## config.mk

```make
export PLATFORM = sky130hd
export DESIGN_NAME = hazard_ctrl_flat
export DESIGN_NICKNAME = d
export VERILOG_FILES = /design/src/rtl/hazard_pkg.sv /design/src/rtl/hazard_ctrl_if.sv /design/src/rtl/sat_counter.sv /design/src/rtl/hazard_ctrl.sv /design/src/flat_wrapper.sv
export SDC_FILE = /design/constraint.sdc
export NUM_CORES = 1
export LEC_CHECK = 0
export ABC_AREA = 0
export ABC_CLOCK_PERIOD_IN_PS = 6000
export CORE_ASPECT_RATIO = 1.2
export CORE_MARGIN = 10
export CORE_UTILIZATION = 45
export DETAILED_ROUTE_END_ITERATION = 6
export PLACE_DENSITY_LB_ADDON = 0.15
export SETUP_SLACK_MARGIN = 0.5
export SYNTH_ARGS = -nofsm -noshare
export SYNTH_HDL_FRONTEND = slang
export SYNTH_HIERARCHICAL = 1
export SYNTH_SLANG_ARGS = --single-unit
```

## constraint.sdc

```tcl
create_clock -name i_clk -period 6 [get_ports i_clk]
set_input_delay 0.9 -clock i_clk [delete_from_list [all_inputs] [get_ports i_clk]]
set_output_delay 0.9 -clock i_clk [all_outputs]
set_load 0.01 [all_outputs]
```

## src/rtl/hazard_pkg.sv

```systemverilog
// Shared encodings for the hazard/forwarding controller: forward selects,
// memory-wait FSM states and the forward-priority helper.
package hazard_pkg;

   localparam logic [1:0] FWD_RF = 2'b00;
   localparam logic [1:0] FWD_W  = 2'b01;
   localparam logic [1:0] FWD_M  = 2'b10;

   typedef enum logic [1:0] {
      ST_RUN  = 2'b00,
      ST_WAIT = 2'b01,
      ST_TRAP = 2'b10
   } state_e;

   // The M stage holds the younger result, so it wins over W.
   function automatic logic [1:0] fwd_sel(input logic m_hit, input logic w_hit);
      logic [1:0] sel;
      if (m_hit) begin
         sel = FWD_M;
      end else if (w_hit) begin
         sel = FWD_W;
      end else begin
         sel = FWD_RF;
      end
      return sel;
   endfunction

endpackage

```

## src/rtl/hazard_ctrl_if.sv

```systemverilog
// Data-memory request/ready handshake observed by the hazard controller.
interface hazard_ctrl_if;

   logic mem_req_m;
   logic mem_ready_m;

   modport master (output mem_req_m, output mem_ready_m);
   modport slave  (input  mem_req_m, input  mem_ready_m);

endinterface

```

## src/rtl/sat_counter.sv

```systemverilog
// Saturating up-counter with synchronous clear and step enable.
module sat_counter #(
   parameter int W = 16
) (
   input  logic         i_clk,
   input  logic         i_clr,
   input  logic         i_en,
   input  logic         i_inc,
   output logic [W-1:0] o_cnt
);

   localparam logic [W-1:0] CNT_MAX = {W{1'b1}};
   localparam logic [W-1:0] CNT_ONE = {{(W-1){1'b0}}, 1'b1};

   logic [W-1:0] r_cnt;

   // Clear dominates; otherwise count enabled events and stick at all-ones.
   always_ff @(posedge i_clk) begin
      if (i_clr) begin
         r_cnt <= {W{1'b0}};
      end else if (i_en && i_inc && (r_cnt != CNT_MAX)) begin
         r_cnt <= r_cnt + CNT_ONE;
      end else begin
         r_cnt <= r_cnt;
      end
   end

   assign o_cnt = r_cnt;

endmodule

```

## src/rtl/hazard_ctrl.sv

```systemverilog
// Hazard and forwarding controller for the 5-stage pipeline: operand forwarding,
// load-use / redirect handling, data-memory wait freeze with sticky timeout trap.
module hazard_ctrl
   import hazard_pkg::*;
#(
   parameter int REG_AW   = 5,
   parameter int MAX_WAIT = 16,
   parameter int CNT_W    = 16,
   parameter int FWD_D_EN = 1
) (
   input  logic              i_clk,
   input  logic              i_rst,
   input  logic              i_clk_en,
   input  logic [REG_AW-1:0] i_rs1_d,
   input  logic [REG_AW-1:0] i_rs2_d,
   input  logic [REG_AW-1:0] i_rs1_e,
   input  logic [REG_AW-1:0] i_rs2_e,
   input  logic [REG_AW-1:0] i_rd_e,
   input  logic [REG_AW-1:0] i_rd_m,
   input  logic [REG_AW-1:0] i_rd_w,
   input  logic              i_reg_write_m,
   input  logic              i_reg_write_w,
   input  logic              i_load_e,
   input  logic              i_redirect_e,
   hazard_ctrl_if.slave      i_mem,
   output logic [1:0]        o_fw_a_e,
   output logic [1:0]        o_fw_b_e,
   output logic              o_fw_a_d,
   output logic              o_fw_b_d,
   output logic              o_pc_stall,
   output logic              o_if_id_stall,
   output logic              o_if_id_flush,
   output logic              o_id_ex_stall,
   output logic              o_id_ex_flush,
   output logic              o_ex_mem_stall,
   output logic              o_mem_wb_flush,
   output logic              o_mem_timeout,
   output logic [CNT_W-1:0]  o_stall_cnt,
   output logic [CNT_W-1:0]  o_flush_cnt
);

   localparam int WC_W = $clog2(MAX_WAIT);
   localparam logic [REG_AW-1:0] REG_ZERO  = {REG_AW{1'b0}};
   localparam logic [WC_W-1:0]   WAIT_LAST = WC_W'(MAX_WAIT - 1);
   localparam logic [WC_W-1:0]   WAIT_ONE  = WC_W'(1);
   localparam logic [WC_W-1:0]   WAIT_ZERO = {WC_W{1'b0}};

   state_e          r_state;
   logic [WC_W-1:0] r_wait_cnt;
   logic            r_mem_timeout;

   logic w_m_valid, w_w_valid;
   logic w_lu, w_frz, w_trap;

   assign w_m_valid = i_reg_write_m && (i_rd_m != REG_ZERO);
   assign w_w_valid = i_reg_write_w && (i_rd_w != REG_ZERO);

   assign o_fw_a_e = fwd_sel(w_m_valid && (i_rd_m == i_rs1_e), w_w_valid && (i_rd_w == i_rs1_e));
   assign o_fw_b_e = fwd_sel(w_m_valid && (i_rd_m == i_rs2_e), w_w_valid && (i_rd_w == i_rs2_e));

   if (FWD_D_EN != 0) begin : g_fwd_d
      assign o_fw_a_d = w_w_valid && (i_rd_w == i_rs1_d);
      assign o_fw_b_d = w_w_valid && (i_rd_w == i_rs2_d);
   end else begin : g_no_fwd_d
      assign o_fw_a_d = 1'b0;
      assign o_fw_b_d = 1'b0;
   end

   assign w_lu   = i_load_e && (i_rd_e != REG_ZERO) && ((i_rd_e == i_rs1_d) || (i_rd_e == i_rs2_d));
   assign w_frz  = i_mem.mem_req_m && !i_mem.mem_ready_m;
   assign w_trap = (r_state == ST_TRAP);

   // Priority: trap/freeze hold everything, then redirect, then load-use.
   always_comb begin
      o_pc_stall     = 1'b0;
      o_if_id_stall  = 1'b0;
      o_if_id_flush  = 1'b0;
      o_id_ex_stall  = 1'b0;
      o_id_ex_flush  = 1'b0;
      o_ex_mem_stall = 1'b0;
      o_mem_wb_flush = 1'b0;
      if (w_trap || w_frz) begin
         o_pc_stall     = 1'b1;
         o_if_id_stall  = 1'b1;
         o_id_ex_stall  = 1'b1;
         o_ex_mem_stall = 1'b1;
         o_mem_wb_flush = 1'b1;
      end else if (i_redirect_e) begin
         o_if_id_flush = 1'b1;
         o_id_ex_flush = 1'b1;
      end else if (w_lu) begin
         o_pc_stall    = 1'b1;
         o_if_id_stall = 1'b1;
         o_id_ex_flush = 1'b1;
      end else begin
         o_pc_stall = 1'b0;
      end
   end

   // Memory-wait FSM; TRAP is left only through reset.
   always_ff @(posedge i_clk) begin
      if (i_rst) begin
         r_state       <= ST_RUN;
         r_wait_cnt    <= WAIT_ZERO;
         r_mem_timeout <= 1'b0;
      end else if (i_clk_en) begin
         case (r_state)
            ST_RUN: begin
               if (w_frz) begin
                  r_state    <= ST_WAIT;
                  r_wait_cnt <= WAIT_ONE;
               end else begin
                  r_state    <= ST_RUN;
                  r_wait_cnt <= WAIT_ZERO;
               end
            end
            ST_WAIT: begin
               if (!w_frz) begin
                  r_state    <= ST_RUN;
                  r_wait_cnt <= WAIT_ZERO;
               end else if (r_wait_cnt == WAIT_LAST) begin
                  r_state       <= ST_TRAP;
                  r_mem_timeout <= 1'b1;
               end else begin
                  r_wait_cnt <= r_wait_cnt + WAIT_ONE;
               end
            end
            ST_TRAP: begin
               r_state       <= ST_TRAP;
               r_mem_timeout <= 1'b1;
            end
            default: begin
               r_state       <= ST_RUN;
               r_wait_cnt    <= WAIT_ZERO;
               r_mem_timeout <= 1'b0;
            end
         endcase
      end else begin
         r_state    <= r_state;
         r_wait_cnt <= r_wait_cnt;
      end
   end

   assign o_mem_timeout = r_mem_timeout;

   sat_counter #(.W(CNT_W)) u_stall_cnt (
      .i_clk (i_clk),
      .i_clr (i_rst),
      .i_en  (i_clk_en),
      .i_inc (o_pc_stall),
      .o_cnt (o_stall_cnt)
   );

   // A redirect flush is "applied" only when nothing above it suppressed it.
   sat_counter #(.W(CNT_W)) u_flush_cnt (
      .i_clk (i_clk),
      .i_clr (i_rst),
      .i_en  (i_clk_en),
      .i_inc (o_if_id_flush),
      .o_cnt (o_flush_cnt)
   );

endmodule

```

## src/flat_wrapper.sv

```systemverilog
// flat-port wrapper written by rule: the top's interface ports become plain ports
module hazard_ctrl_flat import hazard_pkg::*;
#(
   parameter int REG_AW   = 5,
   parameter int MAX_WAIT = 16,
   parameter int CNT_W    = 16,
   parameter int FWD_D_EN = 1
)
  (i_clk, i_rst, i_clk_en, i_rs1_d, i_rs2_d, i_rs1_e, i_rs2_e, i_rd_e, i_rd_m, i_rd_w, i_reg_write_m, i_reg_write_w, i_load_e, i_redirect_e, o_fw_a_e, o_fw_b_e, o_fw_a_d, o_fw_b_d, o_pc_stall, o_if_id_stall, o_if_id_flush, o_id_ex_stall, o_id_ex_flush, o_ex_mem_stall, o_mem_wb_flush, o_mem_timeout, o_stall_cnt, o_flush_cnt, i_mem_mem_req_m, i_mem_mem_ready_m);
  hazard_ctrl_if i_mem_i ();
  input  logic i_clk;
  input  logic i_rst;
  input  logic i_clk_en;
  input  logic [REG_AW-1:0] i_rs1_d;
  input  logic [REG_AW-1:0] i_rs2_d;
  input  logic [REG_AW-1:0] i_rs1_e;
  input  logic [REG_AW-1:0] i_rs2_e;
  input  logic [REG_AW-1:0] i_rd_e;
  input  logic [REG_AW-1:0] i_rd_m;
  input  logic [REG_AW-1:0] i_rd_w;
  input  logic i_reg_write_m;
  input  logic i_reg_write_w;
  input  logic i_load_e;
  input  logic i_redirect_e;
  output logic [1:0] o_fw_a_e;
  output logic [1:0] o_fw_b_e;
  output logic o_fw_a_d;
  output logic o_fw_b_d;
  output logic o_pc_stall;
  output logic o_if_id_stall;
  output logic o_if_id_flush;
  output logic o_id_ex_stall;
  output logic o_id_ex_flush;
  output logic o_ex_mem_stall;
  output logic o_mem_wb_flush;
  output logic o_mem_timeout;
  output logic [CNT_W-1:0] o_stall_cnt;
  output logic [CNT_W-1:0] o_flush_cnt;
  input wire logic [$bits(i_mem_i.mem_req_m)-1:0] i_mem_mem_req_m;
  input wire logic [$bits(i_mem_i.mem_ready_m)-1:0] i_mem_mem_ready_m;
  assign i_mem_i.mem_req_m = i_mem_mem_req_m;
  assign i_mem_i.mem_ready_m = i_mem_mem_ready_m;
  hazard_ctrl #(.REG_AW(REG_AW), .MAX_WAIT(MAX_WAIT), .CNT_W(CNT_W), .FWD_D_EN(FWD_D_EN)) u_core (.i_clk(i_clk), .i_rst(i_rst), .i_clk_en(i_clk_en), .i_rs1_d(i_rs1_d), .i_rs2_d(i_rs2_d), .i_rs1_e(i_rs1_e), .i_rs2_e(i_rs2_e), .i_rd_e(i_rd_e), .i_rd_m(i_rd_m), .i_rd_w(i_rd_w), .i_reg_write_m(i_reg_write_m), .i_reg_write_w(i_reg_write_w), .i_load_e(i_load_e), .i_redirect_e(i_redirect_e), .i_mem(i_mem_i), .o_fw_a_e(o_fw_a_e), .o_fw_b_e(o_fw_b_e), .o_fw_a_d(o_fw_a_d), .o_fw_b_d(o_fw_b_d), .o_pc_stall(o_pc_stall), .o_if_id_stall(o_if_id_stall), .o_if_id_flush(o_if_id_flush), .o_id_ex_stall(o_id_ex_stall), .o_id_ex_flush(o_id_ex_flush), .o_ex_mem_stall(o_ex_mem_stall), .o_mem_wb_flush(o_mem_wb_flush), .o_mem_timeout(o_mem_timeout), .o_stall_cnt(o_stall_cnt), .o_flush_cnt(o_flush_cnt));
endmodule
```

==> out/results.ini, run 1 <==
[synth]
synth_top_area_share=0.294
synth-seq-cells=39
synthFlopType=dfxtp_1
netlist_instances=328
seq_area_frac_synth=0.294
syn_nets=379
syn_avg_cell_area_um2=8.08
syn_area_mm2=0.00265
synthArstFlopShare=0
synth_edf_count=0
ys.warnings.count=6
synth.distinct_cells=44
yosysTopAreaCell=dfxtp_1
netlist_top_cells_area=dfxtp_1 (29%), xor2_1 (9.9%), a21oi_1 (4.5%)

[global_routing]
gr-usage-all-layers=0.145
grt_pass1_wl_um=11900
grt_max_degree=42
grt_pass1_vias=2605
gr-total-overflow=0
antenna_found_initial=0

[clock_network]
postCtsSetupBuffers=0
hold_buffers=0
post_cts_resized=0
cts_buffers=5
cts_tree=built
cts_buffer_depth=2
cts.sink_count=39
h-tree-depth=2
clockRootBuffer=clkbuf_8
path_clk_slew_ns=0.07
clk_latency_ns=0.29

[critical_path]
cp.required_ns=5.10
worstSetupEndpointType=primary output
path_class=in2out
worstSetupStartpointType=input pin
worst-path-max-fanout=5
cp.arrival_ns=3.07

[pwr]
p_seq_frac=0.454
p_leak_nw=1.21
power_density_mw_per_mm2=157
p_sw_mw=0.142
switching_share=0.244
p_clk_frac=0.369
pwr-share-comb=0.177
peakVddDrop_mv=0.0876
intPower_mw=0.438

[die]
ioPinCount=90
die_w_um=90.1
core_mm2=0.00571
die_area_mm2=0.00937
start_util=0.465
row_count=30
die_height_um=104

[run_status]
status=complete, no violations

[routing]
drcViolationCount=0
routed_via_density=5.49
dr.first_iter.drc_count=112
antenna_left=0
drtPass1Iterations=4
drt_wl_total_um=7310
wl_per_cell_um=14.9
vias=2694

[timing]
timing.fmax_ghz=0.252
setup_tns_ns=0
finalCriticalPeriod_ns=3.97
maxSlewHeadroom=0.670
rsz0062_at_grt=no
hold_viol=0
finalSetupViolCount=0
fin_crit_sh=0.662
drv_slew=0
fin_skew_ns=0.00872
tightest_slew_ns=0.491

[run]
cap_violations=0

[layout]
nets=462
antenna_cells=0
final_util=0.647
post-route-cell-area_mm2=0.00369
syn2layout_area_growth_pct=39.3
drive_gt1_frac=0.0681
fill_cells=534

[worst_hold_path]
hold_path_class=reg2reg

[placement]
place_area_mm2=0.00359
place.detailed.hpwl_um=5800
port_buffers=89
globalplace.congestion=0.814

-- through the flow --
step	hold slack, ns	std cells	power (mW)	setup WS (ns)
2_1_floorplan	0.477	328	0.319	3.04
3_3_place_gp	0.495	484	0.371	2.06
3_5_place_dp	0.508	484	0.373	2.04
4_1_cts	0.520	491	0.587	2.01
5_1_grt	0.540	491	0.606	1.89
6_report	0.520	491	0.580	2.03
-- layer usage --
layer | part of all wire | routed length, um | GRT usage | up-vias
met4 | 0.0055 | 40 | 0.0308 | 0
li1 | - | - | - | 1372
met1 | 0.43 | 3110 | 0.161 | 1242
met5 | 0 | 0 | 0 | -
met2 | 0.49 | 3560 | 0.248 | 75
met3 | 0.082 | 603 | 0.0664 | 5
-- final timing paths --
| check | cells past startpoint | startpoint | slack, ns | endpoint |
|---|---|---|---|---|
| hold reg to reg | 2 | u_core/u_stall_cnt/o_cnt[15] | 0.52 | u_core/u_stall_cnt/o_cnt[15] |
| setup reg to reg | 10 | u_core/r_state[0] | 3.65 | u_core/u_flush_cnt/o_cnt[9] |
| setup / recovery | 6 | i_rd_w[2] | 2.03 | o_fw_a_e[0] |
| hold / removal | 2 | u_core/u_stall_cnt/o_cnt[15] | 0.52 | u_core/u_stall_cnt/o_cnt[15] |
-- power by group through the flow --
stage	Clock, mW	Sequential (mW)	Combinational (mW)
after detailed placement	0	0.270	0.103
after global placement	0	0.270	0.102
after global routing	0.230	0.264	0.112
after CTS	0.220	0.264	0.103
after floorplan	0	0.270	0.0496
final	0.214	0.264	0.103
-- synthesized netlist by cell type, drive strengths merged (4+ instances only) --
cell type and number:
a21oi 24, and3 5, and4 4, buf 14, dfxtp 39, ha 7
inv 12, mux2i 6, nand2 17, nand3 15, nand4 12, nor2 23
nor2b 6, nor3 12, nor4 10, o21ai 19, o31ai 10, or3 12
or4 16, xnor2 12, xor2 30
-- area by class of cell --
cell class | instances | area (um2) | area share
clock buffers | 6 | 72.6 | 0.0197
clock inverters | 1 | 30.0 | 0.00813
inverters | 12 | 45.0 | 0.0122
multi-input cells | 261 | 1750 | 0.474
flip-flops and latches | 39 | 781 | 0.211
well taps | 80 | 100 | 0.0271
repair buffers | 92 | 913 | 0.247
-- critical path: stages --
cell and delay [ns]:
clkdlybuf4s50_1 0.63, or4_1 0.17, o21ai_1 0.09, or4_1 0.56, nor4_2 0.15, clkdlybuf4s50_1 0.58
-- cells by family (layout without fill, tap and decap cells) --
| kind of cell | after synthesis | in the layout | share of synthesized area |
|---|---|---|---|
| simple gates | 139 | 139 | 0.304 |
| compound gates | 65 | 65 | 0.148 |
| xor+xnor | 42 | 42 | 0.139 |
| flops | 39 | 39 | 0.294 |
| buf+inv | 28 | 111 | 0.0510 |
| mux | 8 | 8 | 0.0311 |
| fa+ha+maj | 7 | 7 | 0.0330 |
-- state kept, by name (all words and copies together), names as in the netlist --
register and flops:
u_core/o_mem_timeout 1, u_core/r_wait_cnt 4, u_core/u_stall_cnt/o_cnt 16, u_core/r_state 2, u_core/u_flush_cnt/o_cnt 16
-- cell usage in the layout, fill, tap and decap left out, types with 2 or more instances in the layout --
master / synthesis / final
a21oi_1: 24 / 24
ha_1: 7 / 7
dfxtp_1: 39 / 39
buf_4: 5 / 3
nor2b_1: 6 / 6
clkdlybuf4s50_1: 0 / 89
o41ai_2: 0 / 2
nor3_1: 12 / 12
nand4_1: 12 / 12
o31ai_1: 10 / 10
and4_1: 2 / 2
and3_1: 5 / 5
or3_1: 10 / 10
nand3_2: 2 / 2
or2_2: 2 / 2
and4_2: 2 / 2
o211ai_1: 2 / 2
and2_1: 2 / 2
nor2_1: 23 / 23
o21ai_0: 17 / 17
nand3_1: 13 / 13
nand2_1: 17 / 17
inv_1: 12 / 12
xor2_1: 30 / 30
clkbuf_8: 0 / 5
mux2i_1: 6 / 6
xnor2_1: 12 / 12
nor4_1: 8 / 8
or3_2: 2 / 2
or4_4: 3 / 3
mux2_2: 2 / 2
or4_1: 13 / 13
nand2b_1: 2 / 2
nor4_2: 2 / 2
a211oi_1: 2 / 2
No activity file was read; power rests on OpenSTA's default activity.
==> run 2, diff against run 1 <==
--- a/config.mk
+++ b/config.mk
@@ -6,10 +6,10 @@
 export NUM_CORES = 1
 export LEC_CHECK = 0
 export ABC_AREA = 0
-export ABC_CLOCK_PERIOD_IN_PS = 6000
+export ABC_CLOCK_PERIOD_IN_PS = 3300
 export CORE_ASPECT_RATIO = 1.2
 export CORE_MARGIN = 10
-export CORE_UTILIZATION = 45
+export CORE_UTILIZATION = 42
 export DETAILED_ROUTE_END_ITERATION = 6
 export PLACE_DENSITY_LB_ADDON = 0.15
 export SETUP_SLACK_MARGIN = 0.5
==> constraint.sdc (replaced) <==
create_clock -name i_clk -period 3.3 [get_ports i_clk]
set_input_delay 0.495 -clock i_clk [delete_from_list [all_inputs] [get_ports i_clk]]
set_output_delay 0.495 -clock i_clk [all_outputs]
set_load 0.01 [all_outputs]
==> out/results.ini, run 2 (synthesis gave the netlist of run 1 again) <==
[run_status]
status=complete, no violations

[clock_network]
cts.sink_count=39  ; unchanged
cts_buffers=5  ; unchanged
path_clk_slew_ns=0.08  ; about the same
cts_buffer_depth=2  ; unchanged
clk_latency_ns=0.29  ; about the same
cts_tree=built
clockRootBuffer=clkbuf_8
h-tree-depth=2  ; unchanged

[pwr]
power_density_mw_per_mm2=261  ; +66%
peakVddDrop_mv=0.192  ; +120%
p_leak_nw=1.40  ; +16%

[timing]
timing.fmax_ghz=0.368
fin_crit_sh=0.824
hold_viol=0  ; unchanged
rsz0062_at_grt=no
finalCriticalPeriod_ns=2.72
setup_tns_ns=0  ; unchanged
fin_skew_ns=0.00908  ; +0.000364 ns
fin_ws_ns=0.582  ; -1.44 ns
tightest_slew_ns=1.12  ; +0.628 ns
maxSlewHeadroom=0.246  ; -0.424
finalSetupViolCount=0  ; unchanged
drv_slew=0  ; unchanged

[routing]
wl_per_cell_um=15.7  ; +5.2%
routed_via_density=5.66  ; +3.2%
dr.first_iter.drc_count=73  ; -35%
drt_wl_total_um=7910  ; +8.2%
drcViolationCount=0  ; unchanged
vias=2859  ; +6.1%
antenna_left=0  ; unchanged
drtPass1Iterations=5  ; +1

[layout]
drive_gt1_frac=0.121  ; +0.0524
fill_cells=562  ; +5.2%
syn2layout_area_growth_pct=45.0
layout.area.seq_um2=781  ; unchanged
multiInputGateArea_mm2=0.00184  ; +4.9%
final_common_cell=clkdlybuf4s50_1
layout_common_cells=clkdlybuf4s50_1 (72), dfxtp_1 (39), xor2_1 (30)
fin_cells=505  ; +2.9%
nets=473  ; +2.4%
antenna_cells=0  ; unchanged

[critical_path]
crit_chain=clkdlybuf4s50_1 > or4_1 > o21ai_2 > o31ai_2 > buf_4 > dlygate4sd2_1
critPathMaxStageDelay_ns=0.55  ; -0.08 ns
worstSetupStartpointType=input pin
cp.arrival_ns=2.22  ; -0.85 ns
path_class=in2out
worstRegToRegCells=10  ; unchanged
slowest_stage=or4_1
worstSetupEndpointType=primary output
cp.required_ns=2.80  ; -2.30 ns
worst-path-max-fanout=4  ; -1

[die]
row_count=31  ; +3.3%
ioPinCount=90  ; unchanged
core_mm2=0.00609  ; +6.7%
die_height_um=107  ; +2.8%
die_w_um=92.5  ; +2.7%
die_area_mm2=0.00990  ; +5.6%
start_util=0.435  ; -0.0293

[run]
cap_violations=0  ; unchanged

[global_routing]
gr-usage-all-layers=0.152  ; +0.00684
grt_pass1_wl_um=12600  ; +5.9%
grt_pass1_vias=2704  ; +3.8%
antenna_found_initial=0  ; unchanged
grt_max_degree=26  ; -38%
gr-total-overflow=0  ; unchanged

[worst_hold_path]
hold_path_depth=2  ; unchanged
hold_path_class=reg2reg

[placement]
place.detailed.hpwl_um=6120  ; +5.6%
dp_cells=491  ; +1.4%
dp_slack_ns=0.0878  ; -1.95 ns
port_buffers=89  ; unchanged
globalplace.congestion=0.822  ; +1.0%

## run 2: cell types whose count changed in the layout (fill, tap and decap cells not counted), moves of 2 or more
cell,previous run,this run
nor3_2,0,2
nor3_1,12,10
dlygate4sd2_1,0,6
dlymetal6s2s_1,0,9
clkdlybuf4s50_1,89,72
nor4_1,8,6
buf_4,3,13
## run 2: repair_timing
| item | CTS | global route |
|---|---|---|
| endpoints found under the setup margin | 15 | 15 |
| gates cloned | 0 | 1 |
| resized for setup | 18 | 20 |
| hold buffers | 0 | 0 |
| setup buffers | 1 | 4 |
| pin swaps | 1 | 3 |
## run 2: per-stage QoR
stage | area [um2] | hold slack, ns | util | total power [mW]
6_report | 3840 | 0.507 | 0.631 | 1.00
3_5_place_dp | 3630 | 0.496 | 0.596 | 0.684
4_1_cts | 3730 | 0.509 | 0.613 | 1.00
5_1_grt | 3840 | 0.552 | 0.631 | 1.05
3_3_place_gp | 3630 | 0.493 | 0.596 | 0.682
2_1_floorplan | 2650 | 0.477 | - | 0.581
## run 2: area by class of cell
class | count | share of cell area
Multi-Input combinational cell | 262 | 0.478
Timing Repair Buffer | 102 | 0.258
Sequential cell | 39 | 0.203
Tap cell | 82 | 0.0267
Clock buffer | 6 | 0.0189
Inverter | 12 | 0.0117
Clock inverter | 2 | 0.00326
## run 2: report_power, final
| part | internal (mW) | switching [mW] |
|---|---|---|
| sequential | 0.474 | 0.00512 |
| clock | 0.148 | 0.171 |
| combinational | 0.108 | 0.0977 |
## run 2: layer usage
layer / routed length, um / vias to the layer above / GRT usage
li1: - / 1403 / -
met1: 3080 / 1366 / 0.151
met2: 4060 / 81 / 0.279
met3: 636 / 9 / 0.0642
met4: 140 / 0 / 0.0497
met5: 0 / - / 0
## run 2: worst max-delay path, delay by kind of cell
family,cells,cell delay (ns)
AO/OA/AOI/OAI,2,0.25
buffers and inverters,3,0.92
AND/OR/NAND/NOR,1,0.55
## run 2: final timing paths
path | startpoint | slack [ns] | end
worst max-delay path | i_rd_e[2] | 0.58 | o_if_id_stall
worst max register to register | u_core/r_state[0] | 0.78 | u_core/u_flush_cnt/o_cnt[9]
worst min register to register | u_core/u_stall_cnt/o_cnt[15] | 0.51 | u_core/u_stall_cnt/o_cnt[15]
worst min-delay path | u_core/u_stall_cnt/o_cnt[15] | 0.51 | u_core/u_stall_cnt/o_cnt[15]
==> variant (config.mk and constraints of run 2) <==
`CNT_W` is set to 16 in 2 places; all go to 14.
--- a/src/rtl/hazard_ctrl.sv
+++ b/src/rtl/hazard_ctrl.sv
@@ -5,7 +5,7 @@
 #(
    parameter int REG_AW   = 5,
    parameter int MAX_WAIT = 16,
-   parameter int CNT_W    = 16,
+   parameter int CNT_W    = 14,
    parameter int FWD_D_EN = 1
 ) (
    input  logic              i_clk,
--- a/src/flat_wrapper.sv
+++ b/src/flat_wrapper.sv
@@ -3,7 +3,7 @@
 #(
    parameter int REG_AW   = 5,
    parameter int MAX_WAIT = 16,
-   parameter int CNT_W    = 16,
+   parameter int CNT_W    = 14,
    parameter int FWD_D_EN = 1
 )
   (i_clk, i_rst, i_clk_en, i_rs1_d, i_rs2_d, i_rs1_e, i_rs2_e, i_rd_e, i_rd_m, i_rd_w, i_reg_write_m, i_reg_write_w, i_load_e, i_redirect_e, o_fw_a_e, o_fw_b_e, o_fw_a_d, o_fw_b_d, o_pc_stall, o_if_id_stall, o_if_id_flush, o_id_ex_stall, o_id_ex_flush, o_ex_mem_stall, o_mem_wb_flush, o_mem_timeout, o_stall_cnt, o_flush_cnt, i_mem_mem_req_m, i_mem_mem_ready_m);
Interface: changed (resized o_flush_cnt and o_stall_cnt); port bits go from 90 to 86. The function was not compared with the original's and may differ.
==> variant against run 2 <==
Area after synthesis decreased by 5.0%. Sequential cell count decreased by 4. Wire length decreased by 14%. Via count decreased by 12%. First-iteration DRC count decreased by 23%. Setup slack improved by 0.017 ns. Design area decreased by 4.8%. Total power decreased by 4.2%. Critical path type unchanged. Largest power group unchanged. Highest routed layer unchanged.
==> variant: results <==
run_status:
  run_status: "complete, no violations"
setup_path:
  rrSetupSlack_ns: 1.02
  setup.worst_path.end: "o_fw_a_e[0]"
  reg2reg_depth: 9
  path_delay_family: "simple AND/OR/NAND/NOR gates"
  critical_path.startpoint: "i_rd_m[1]"
  cp_max_fo: 3
  r2r-end: "u_core/u_flush_cnt/o_cnt[10]"
pwr:
  powerDensity_nw_per_um2: 263
  sequentialPower_mw: 0.429
  p_leak_nw: 1.39
  p_clk_mw: 0.344
  ir_drop_mv: 0.137
  intPower_mw: 0.719
cells_and_area:
  multi_input_area_share_pct: 48.4
  n_all_inverters: 12
  buffers: 94
  buffer_area_share_pct: 25.7
  clk_share_pct: 2.73
  n_clock_buffer: 8
  fillers: 498
  multi_input_area_um2: 1770
  drive_gt1_share_pct: 14.5
  nMultiInputCombCells: 237
yosys:
  ys_types: 45
  synth_common_cells: "dfxtp_1, xor2_1, a21oi_1"
  yosys.area_share.adder_pct: 3.48
  syn-num-nets: 347
  synth_xor_area_share_pct: 13.9
  synth_compound_area_share_pct: 17.9
  syn-instance-count: 296
  yosys-top-cells-area: "dfxtp_1, xor2_1, a21oi_1, or4_1, o31ai_1"
  ys_seq_area_share_pct: 27.8
worst_hold_path:
  hold_start: "u_core/u_flush_cnt/o_cnt[11]"
  whs_endpoint: "u_core/u_flush_cnt/o_cnt[11]"
grt:
  use_met3_pct: 6.66
  grtUsageTotal_pct: 14.3
  grt_pass1_vias: 2612
  gr-usage-met2_pct: 23.7
  grt_max_degree: 26
  use_met1_pct: 15.9
  grt_first_pass_wirelength_um: 11700
floorplan:
  n_tap_cell: 80
clock_tree:
  cts.sinks: 35
  clockBufferDepth: 2
  post_cts_resized: 16
sta:
  slew_headroom_pct: 36.0
  holdWs_ns: 0.498
  achievable-frequency_mhz: 370
  clock_skew_ns: 0.00493
placed_design:
  io_buffer_count: 85
  gp_congestion: 0.812
  dp_slack_ns: 0.118
  hpwl_um: 5360
  dp.cells: 456
  dpl-instance-area_um2: 3430
routing:
  wl_per_cell_um: 14.6
  avgViaCountPerCell: 5.39
  wl_um: 6810
  dr.pass1.iters: 4
variant: cell types whose count changed after synthesis, sizes merged, moves of 4 or more:
cell,run 2,this run
buf,14,10
dfxtp,39,35
nand2b,2,6
nand4,12,6
nor2,23,15
nor3,12,8
o21ai,19,15
o31ai,10,16
variant: cells by family after synthesis:
| kind of cell | count (synthesis) |
|---|---|
| simple gates | 117 |
| fa+ha+maj | 7 |
| mux | 4 |
| compound gates | 69 |
| flops | 35 |
| xor+xnor | 40 |
| buf+inv | 24 |
variant: worst register-to-register path: cells and delay by family, from the launching register on:
kind / cells / cell delay (ns)
compound gates: 1 / 0.15
buf+inv: 2 / 0.21
fa+ha+maj: 1 / 0.24
flops: 1 / 0.40
simple gates: 5 / 1.22
variant: routing by layer:
layer,wire length (µm),share of wire (%),vias to the layer above
li1,-,-,1266
met1,2850,42,1164
met2,3250,48,77
met3,634,9.3,6
met4,75,1.1,0
met5,0,0,-
